[src/rtl/uop_decode.sv]
// uop_decode: RV32 ADD/ADDI decoder behind a two-entry output/skid buffer.
// Define UOP_DECODE_PERF_EN to add the perf_decoded/perf_illegal counters.
package UOP;
  typedef enum logic [1:0] {
    EX_NONE   = 2'd0,
    EX_DECODE = 2'd1,
    EX_MEM    = 2'd2
  } ex_t;

  typedef enum logic [6:0] {
    OP_ADD  = 7'd0,
    OP_ADDI = 7'd1
  } op_t;

  typedef struct packed {
    ex_t         ex;
    op_t         op;
    logic [4:0]  rd;
    logic [4:0]  rs1;
    logic [4:0]  rs2;
    logic [31:0] imm;
  } dec_t;
endpackage

module uop_decode
  import UOP::*;
(
  input  logic        clk,
  input  logic        rst,
  input  logic        flush,
  input  logic        in_valid,
  output logic        in_ready,
  input  logic [31:0] in_instr,
  input  logic [1:0]  in_ex,
  output logic        out_valid,
  input  logic        out_ready,
`ifdef UOP_DECODE_PERF_EN
  output logic [31:0] perf_decoded,
  output logic [31:0] perf_illegal,
`endif
  output logic [55:0] out_uop
);

  dec_t dec;
  dec_t out_q;
  dec_t skid_q;
  logic out_v;
  logic skid_v;
  logic accept;
  logic load;
  logic is_mem;
  logic is_add;
  logic is_addi;

  assign in_ready  = !skid_v;
  assign out_valid = out_v;
  assign out_uop   = out_q;
  assign accept    = in_valid && !skid_v && !flush;
  assign load      = !out_v || out_ready;

  assign is_mem  = (in_ex == EX_MEM);
  assign is_add  = !is_mem
                && (in_instr[6:0] == 7'b0110011)
                && (in_instr[14:12] == 3'b000)
                && (in_instr[31:25] == 7'b0000000);
  assign is_addi = !is_mem
                && (in_instr[6:0] == 7'b0010011)
                && (in_instr[14:12] == 3'b000);

  // Decode the offered word; a fetch fault overrides any decode result.
  always_comb begin
    dec = '0;
    unique case (1'b1)
      is_mem: begin
        dec.ex = EX_MEM;
      end
      is_add: begin
        dec.op  = OP_ADD;
        dec.rd  = in_instr[11:7];
        dec.rs1 = in_instr[19:15];
        dec.rs2 = in_instr[24:20];
      end
      is_addi: begin
        dec.op  = OP_ADDI;
        dec.rd  = in_instr[11:7];
        dec.rs1 = in_instr[19:15];
        dec.imm = {{20{in_instr[31]}}, in_instr[31:20]};
      end
      default: begin
        dec.ex  = EX_DECODE;
        dec.imm = in_instr;
      end
    endcase
  end

  // Output register refills from skid first, else from the decoder.
  always_ff @(posedge clk) begin
    if (rst) begin
      out_v  <= 1'b0;
      skid_v <= 1'b0;
      out_q  <= '0;
      skid_q <= '0;
    end else if (flush) begin
      out_v  <= 1'b0;
      skid_v <= 1'b0;
    end else if (load) begin
      if (skid_v) begin
        out_q  <= skid_q;
        out_v  <= 1'b1;
        skid_v <= 1'b0;
      end else begin
        out_v <= accept;
        if (accept) out_q <= dec;
      end
    end else if (accept) begin
      skid_q <= dec;
      skid_v <= 1'b1;
    end
  end

`ifdef UOP_DECODE_PERF_EN
  // Count every accepted word and the accepted illegal ones.
  always_ff @(posedge clk) begin
    if (rst) begin
      perf_decoded <= '0;
      perf_illegal <= '0;
    end else if (accept) begin
      perf_decoded <= perf_decoded + 32'd1;
      if (dec.ex == EX_DECODE)
        perf_illegal <= perf_illegal + 32'd1;
    end
  end
`endif

endmodule

[config.mk]
export PLATFORM = sky130hd
export DESIGN_NAME = uop_decode
export DESIGN_NICKNAME = d
export VERILOG_FILES = /design/src/rtl/uop_decode.sv
export SDC_FILE = /design/constraint.sdc
export NUM_CORES = 1
export LEC_CHECK = 0
export ABC_AREA = 1
export CAP_MARGIN = 20
export CORE_MARGIN = 4
export CORE_UTILIZATION = 30
export DETAILED_ROUTE_END_ITERATION = 7
export MAX_ROUTING_LAYER = met4
export SLEW_MARGIN = 15
export SYNTH_ARGS = -nofsm -noshare
export SYNTH_HDL_FRONTEND = slang
export SYNTH_SLANG_ARGS = --single-unit
[constraint.sdc]
create_clock -name clk -period 2.45 [get_ports clk]
set_clock_uncertainty 0.1 [all_clocks]
set_input_delay 0.49 -clock clk [delete_from_list [all_inputs] [get_ports clk]]
set_output_delay 0.49 -clock clk [all_outputs]
set_load 0.005 [all_outputs]
* Yosys cells after proc, flatten, opt, wreduce, memory -nomap -nowiden
Index checks and enable logic that the tools add are counted.
** Operators by class
- Muxes and demuxes :: 7
- Eq/ne operators :: 3
- Bitwise logic cells :: 2
- Reductions and logical operators :: 21
** Operator list (number)
- 56-bit two-way mux :: 2
- 32-bit case mux with 2 select lines :: 1
- 11-bit case mux with 2 select lines :: 1
- 7-bit by 5-bit equality test with 1-bit output (second input constant) :: 1
- 7-bit by 6-bit equality test with 1-bit output (second input constant) :: 1
- 1-bit logical AND :: 7
- 7-bit logical NOT :: 1
- 3-bit AND reduction :: 2
- 2-bit OR reduction :: 3
- 5-bit two-way mux :: 1
- 1-bit logical NOT :: 4
- 2-bit case mux with 2 select lines :: 1
- 3-bit logical NOT :: 1
- 3-bit OR reduction :: 1
- 2-bit equality test (second input constant) :: 1
- 1-bit inverter :: 2
- 2-bit nonzero test :: 1
- 1-bit logical OR :: 1
- 1-bit two-way mux :: 1
** Storage, ports and cells
- Input bits :: 39
- Register bits :: 114
- Output and inout port bits :: 58
- Word-level logic and storage cells :: 47

* Longest topological paths before layout
- Depth in word-level cells :: 9
- Gate-level depth with buffers :: 11
- Depth with buffers taken out :: 10

* Worst setup path after synthesis
OpenSTA, ideal clock, no wires.
- Path type :: in2reg
- Start point :: input port in_instr[29]
- End point :: register skid_q[21] (netlist bit)
- Path slack :: 0.813 ns
- Path buffers :: 1
- Cell stages on the path :: 8
- Setup time :: 0.113 ns
- Required time :: 2.237 ns
- Arrival :: 1.423 ns
- Cells stage by stage :: or2_1 > nor2_2 > nand3_2 > buf_6 > nand4_1 > nand2_2 > o21ai_1 > inv_1
** Between the ends
- Longest elaborated chain between the ends :: 4
** RTL lines
- from (decl) :: line 33 : input logic [31:0] in_instr,
- 7-bit logical NOT :: line 65 : && (in_instr[31:25] == 7'b0000000);
- 1-bit logical AND :: line 65
- 2-bit OR reduction (no line)
- 32-bit case mux with 2 select lines :: line 73 : unique case (1'b1)
- to (signal assigned) :: line 102 : skid_q <= '0;
- to (signal assigned) :: line 116 : skid_q <= dec;
- to (decl) :: line 46 : dec_t skid_q;
No other way between the ends.
A chain may end at the register's enable or synchronous reset.

* Worst setup path after layout
- Start point :: input port in_instr[13]
- End point :: register skid_q[40] (netlist bit)
** Between the ends
- Longest elaborated chain between the ends :: 4
- Elaborated cells on any way between the ends :: 5
- Classes of those cells :: mux (1); reduce/logical (4)
** RTL lines
- 3-bit logical NOT (*) :: line 64, 68
- 1-bit logical AND :: line 64 : && (in_instr[14:12] == 3'b000)
- 1-bit logical AND :: line 65
- 11-bit case mux with 2 select lines (*) :: line 73
Mark *: on every way between the ends. The rest lies on a longest branch, timed or not.

==> results.sh <==
export IMPL_cap_violations=0
export IMPL_ys_seq_area_frac=0.428
export IMPL_path_common_cell="nand2_1"
export IMPL_top_layer="met4"
export IMPL_port_buffers=90
export IMPL_detail_route_antenna_nets=0
export IMPL_slowest_delay_ps=460
export IMPL_slew_limit_headroom=0.599
export IMPL_setup_viol=0
export IMPL_holdPathStages=2
export IMPL_met1Wirelength_um=7110
export IMPL_hold_path_class="reg -> reg"
export IMPL_worstSkewPairLatency_ps=350
export IMPL_routed_wl_met2_um=6820
export IMPL_finalMaxSlewViolations=0
export IMPL_cp_end_kind="flip-flop"
export IMPL_crit_fanout=10
export IMPL_cts_setup_buffers=0
export IMPL_antenna_cells=0
export IMPL_hold_buffers=0
export IMPL_track_usage=0.176
export IMPL_rrSetupSlack_ps=710
export IMPL_core_region_area_mm2=0.0154
export IMPL_synthArstFlopShare=0
export IMPL_via_per_inst=4.75
export IMPL_clock_path_buffers=2
export IMPL_synth_enable_flop_cells=0
export IMPL_crit_path_start_kind="input port"
export IMPL_dr_wl_met3_um=889
export IMPL_grt_max_degree=51
export IMPL_finalHoldViolations=0
export IMPL_path_class="in -> reg"
export IMPL_dp_hpwl_um=10500
export IMPL_drc=0
export IMPL_crit_buf_inv=2
export IMPL_tightest_slew_ps=601
export IMPL_status="finished, final reports clean"
export IMPL_start_util=0.311
export IMPL_postSynthCellCount=679
export IMPL_p_leak_nw=2.77
export IMPL_clock_fmax_mhz=488
export IMPL_timing_rr_start="skid_v"
export IMPL_grt_overflow_total=0
export IMPL_required_ps=2630
export IMPL_worstPathCellList="clkdlybuf4s50_1 > nor2_1 > nand2_1 > nor2_1 > nand2_2 > nand2_1 > buf_4 > nand2_1 > a21oi_1"
export IMPL_crit_slowest_cell="clkdlybuf4s50_1"
export IMPL_worst_ep_arrival_time_ps=2230
export IMPL_placementRows=45
export IMPL_setup_tns_ps=0
export IMPL_synth_cell_types=26
export IMPL_cts_root_buf="clkbuf_16"
export IMPL_min_period_over_period=0.837
export IMPL_finalCriticalPeriod_ps=2050
export IMPL_dieArea_mm2=0.0180
export IMPL_fillers=1605
export IMPL_rsz0062_at_grt="false"
export IMPL_cts_tree="done"
export IMPL_wl_per_cell_um=15.5
export IMPL_htree_num_levels=3
export IMPL_endpoint="skid_q[40]"
export IMPL_cts_sinks=102
export IMPL_vias=4598
export IMPL_placed_area_mm2=0.00589
export IMPL_synth_seq_cells=102
export IMPL_antenna_found_initial=0
export IMPL_final_common_cell="a21oi_1"
export IMPL_rr_worst_depth=8
export IMPL_path_delay_family="simple AND/OR/NAND/NOR gates"
export IMPL_final_nets=792
export IMPL_drtPass1Iterations=5
export IMPL_drive_above_1_share=0.102
export IMPL_cp_depth=9
export IMPL_cts_inserted_buffers=9
export IMPL_die_x_um=134
export IMPL_ir_drop_v=0.000302
export IMPL_critPathLaunch="in_instr[13]"
export IMPL_synth_area_mm2=0.00478
export IMPL_powerDensity_mw_per_mm2=582
export IMPL_totalWireLength_um=15000
export IMPL_die_h_um=134
export IMPL_place_congestion=1.02
export IMPL_area_growth_synth_to_final_pct=29.7
export IMPL_clk_pin_slew_ps=60
export IMPL_final_cell_mix="a21oi_1 (114), dfxtp_1 (102), nand2_1 (90), clkdlybuf4s50_1 (90), nor2_1 (81)"
export IMPL_drtIter0Drc=277
export IMPL_ios=97
export IMPL_grt_pass1_wl_um=24700
export IMPL_grt_pass1_vias=4661
export IMPL_r2r_end="out_uop[4]"
export IMPL_post_cts_resized=0
export IMPL_synthFlopType="dfxtp_1"
export IMPL_yosysWarnings=0
export IMPL_final_area_mm2=0.00620
export IMPL_syn_avg_cell_area_um2=7.03
[stage by stage]
step           total power (W)  utilization  setup WS (ps)  cells  hold WS [ps]
2_1_floorplan          0.00196            -            813    684           345
3_3_place_gp           0.00219        0.383           23.0    953           358
3_5_place_dp           0.00219        0.383           19.3    953           362
4_1_cts                0.00365        0.403            377    969           372
5_1_grt                0.00376        0.403            219    969           395
6_report               0.00361        0.403            399    969           371
[worst min-delay path by stage]
stage	from	to
floorplan	skid_q[54]	skid_q[54]
global placement	skid_q[54]	skid_q[54]
detailed placement	skid_q[54]	skid_q[54]
CTS	skid_q[54]	skid_q[54]
global route	skid_q[54]	skid_q[54]
finish	skid_q[54]	skid_q[54]
[power by group]
| group | switching [W] | total (W) | internal, W |
|---|---|---|---|
| clock network | 0.000613 | 0.00146 | 0.000843 |
| logic | 0.000218 | 0.000419 | 0.000201 |
| registers | 0.0000262 | 0.00173 | 0.00171 |
[layout make-up]
type | instances | area (µm²) | share of cell area
clock buffers | 12 | 256 | 0.0414
clock inverters | 4 | 45.0 | 0.00727
well taps | 211 | 264 | 0.0426
multi-input cells | 473 | 2240 | 0.361
flip-flops and latches | 102 | 2040 | 0.330
inverters | 48 | 180 | 0.0291
repair buffers | 119 | 1170 | 0.189
[worst reg2reg max path: stages (launching register included)]
cell     delay [ps]
dfxtp_1         330
inv_2           100
buf_4           280
nand2_1         130
nand3_2         100
inv_1            70
buf_4           230
o21ai_0         220
a21oi_1          60
[Yosys cell counts, drive strengths merged, types with 2 or more instances]
cell type / instances / area, µm²
nand4: 31 / 194
or2: 2 / 12.5
dfxtp: 102 / 2040
nand3: 19 / 100
a211oi: 2 / 15.0
nand2: 113 / 482
nor2: 84 / 323
buf: 39 / 254
inv: 48 / 180
clkbuf: 22 / 83.8
a21oi: 114 / 571
o21ai: 98 / 490
[cells by family (layout without fill, tap and decap cells)]
logic type	after synthesis	after routing	share of synthesized area
AO/OA/AOI/OAI	216	216	0.228
other	1	6	0.000785
flip-flops	102	102	0.428
AND/OR/NAND/NOR	251	251	0.235
buffers and inverters	109	183	0.108
[flip-flops by register name (all words and copies together) (netlist names)]
signal and cells:
skid_v 1, out_uop 50, out_valid 1, skid_q 50
[per-layer routing]
metal / track usage / vias up
met1: 0.229 / 2078
met4: 0.0724 / 0
met5: - / -
met3: 0.0300 / 15
met2: 0.270 / 113
li1: - / 2392
Power figures use the tool's default switching activity.
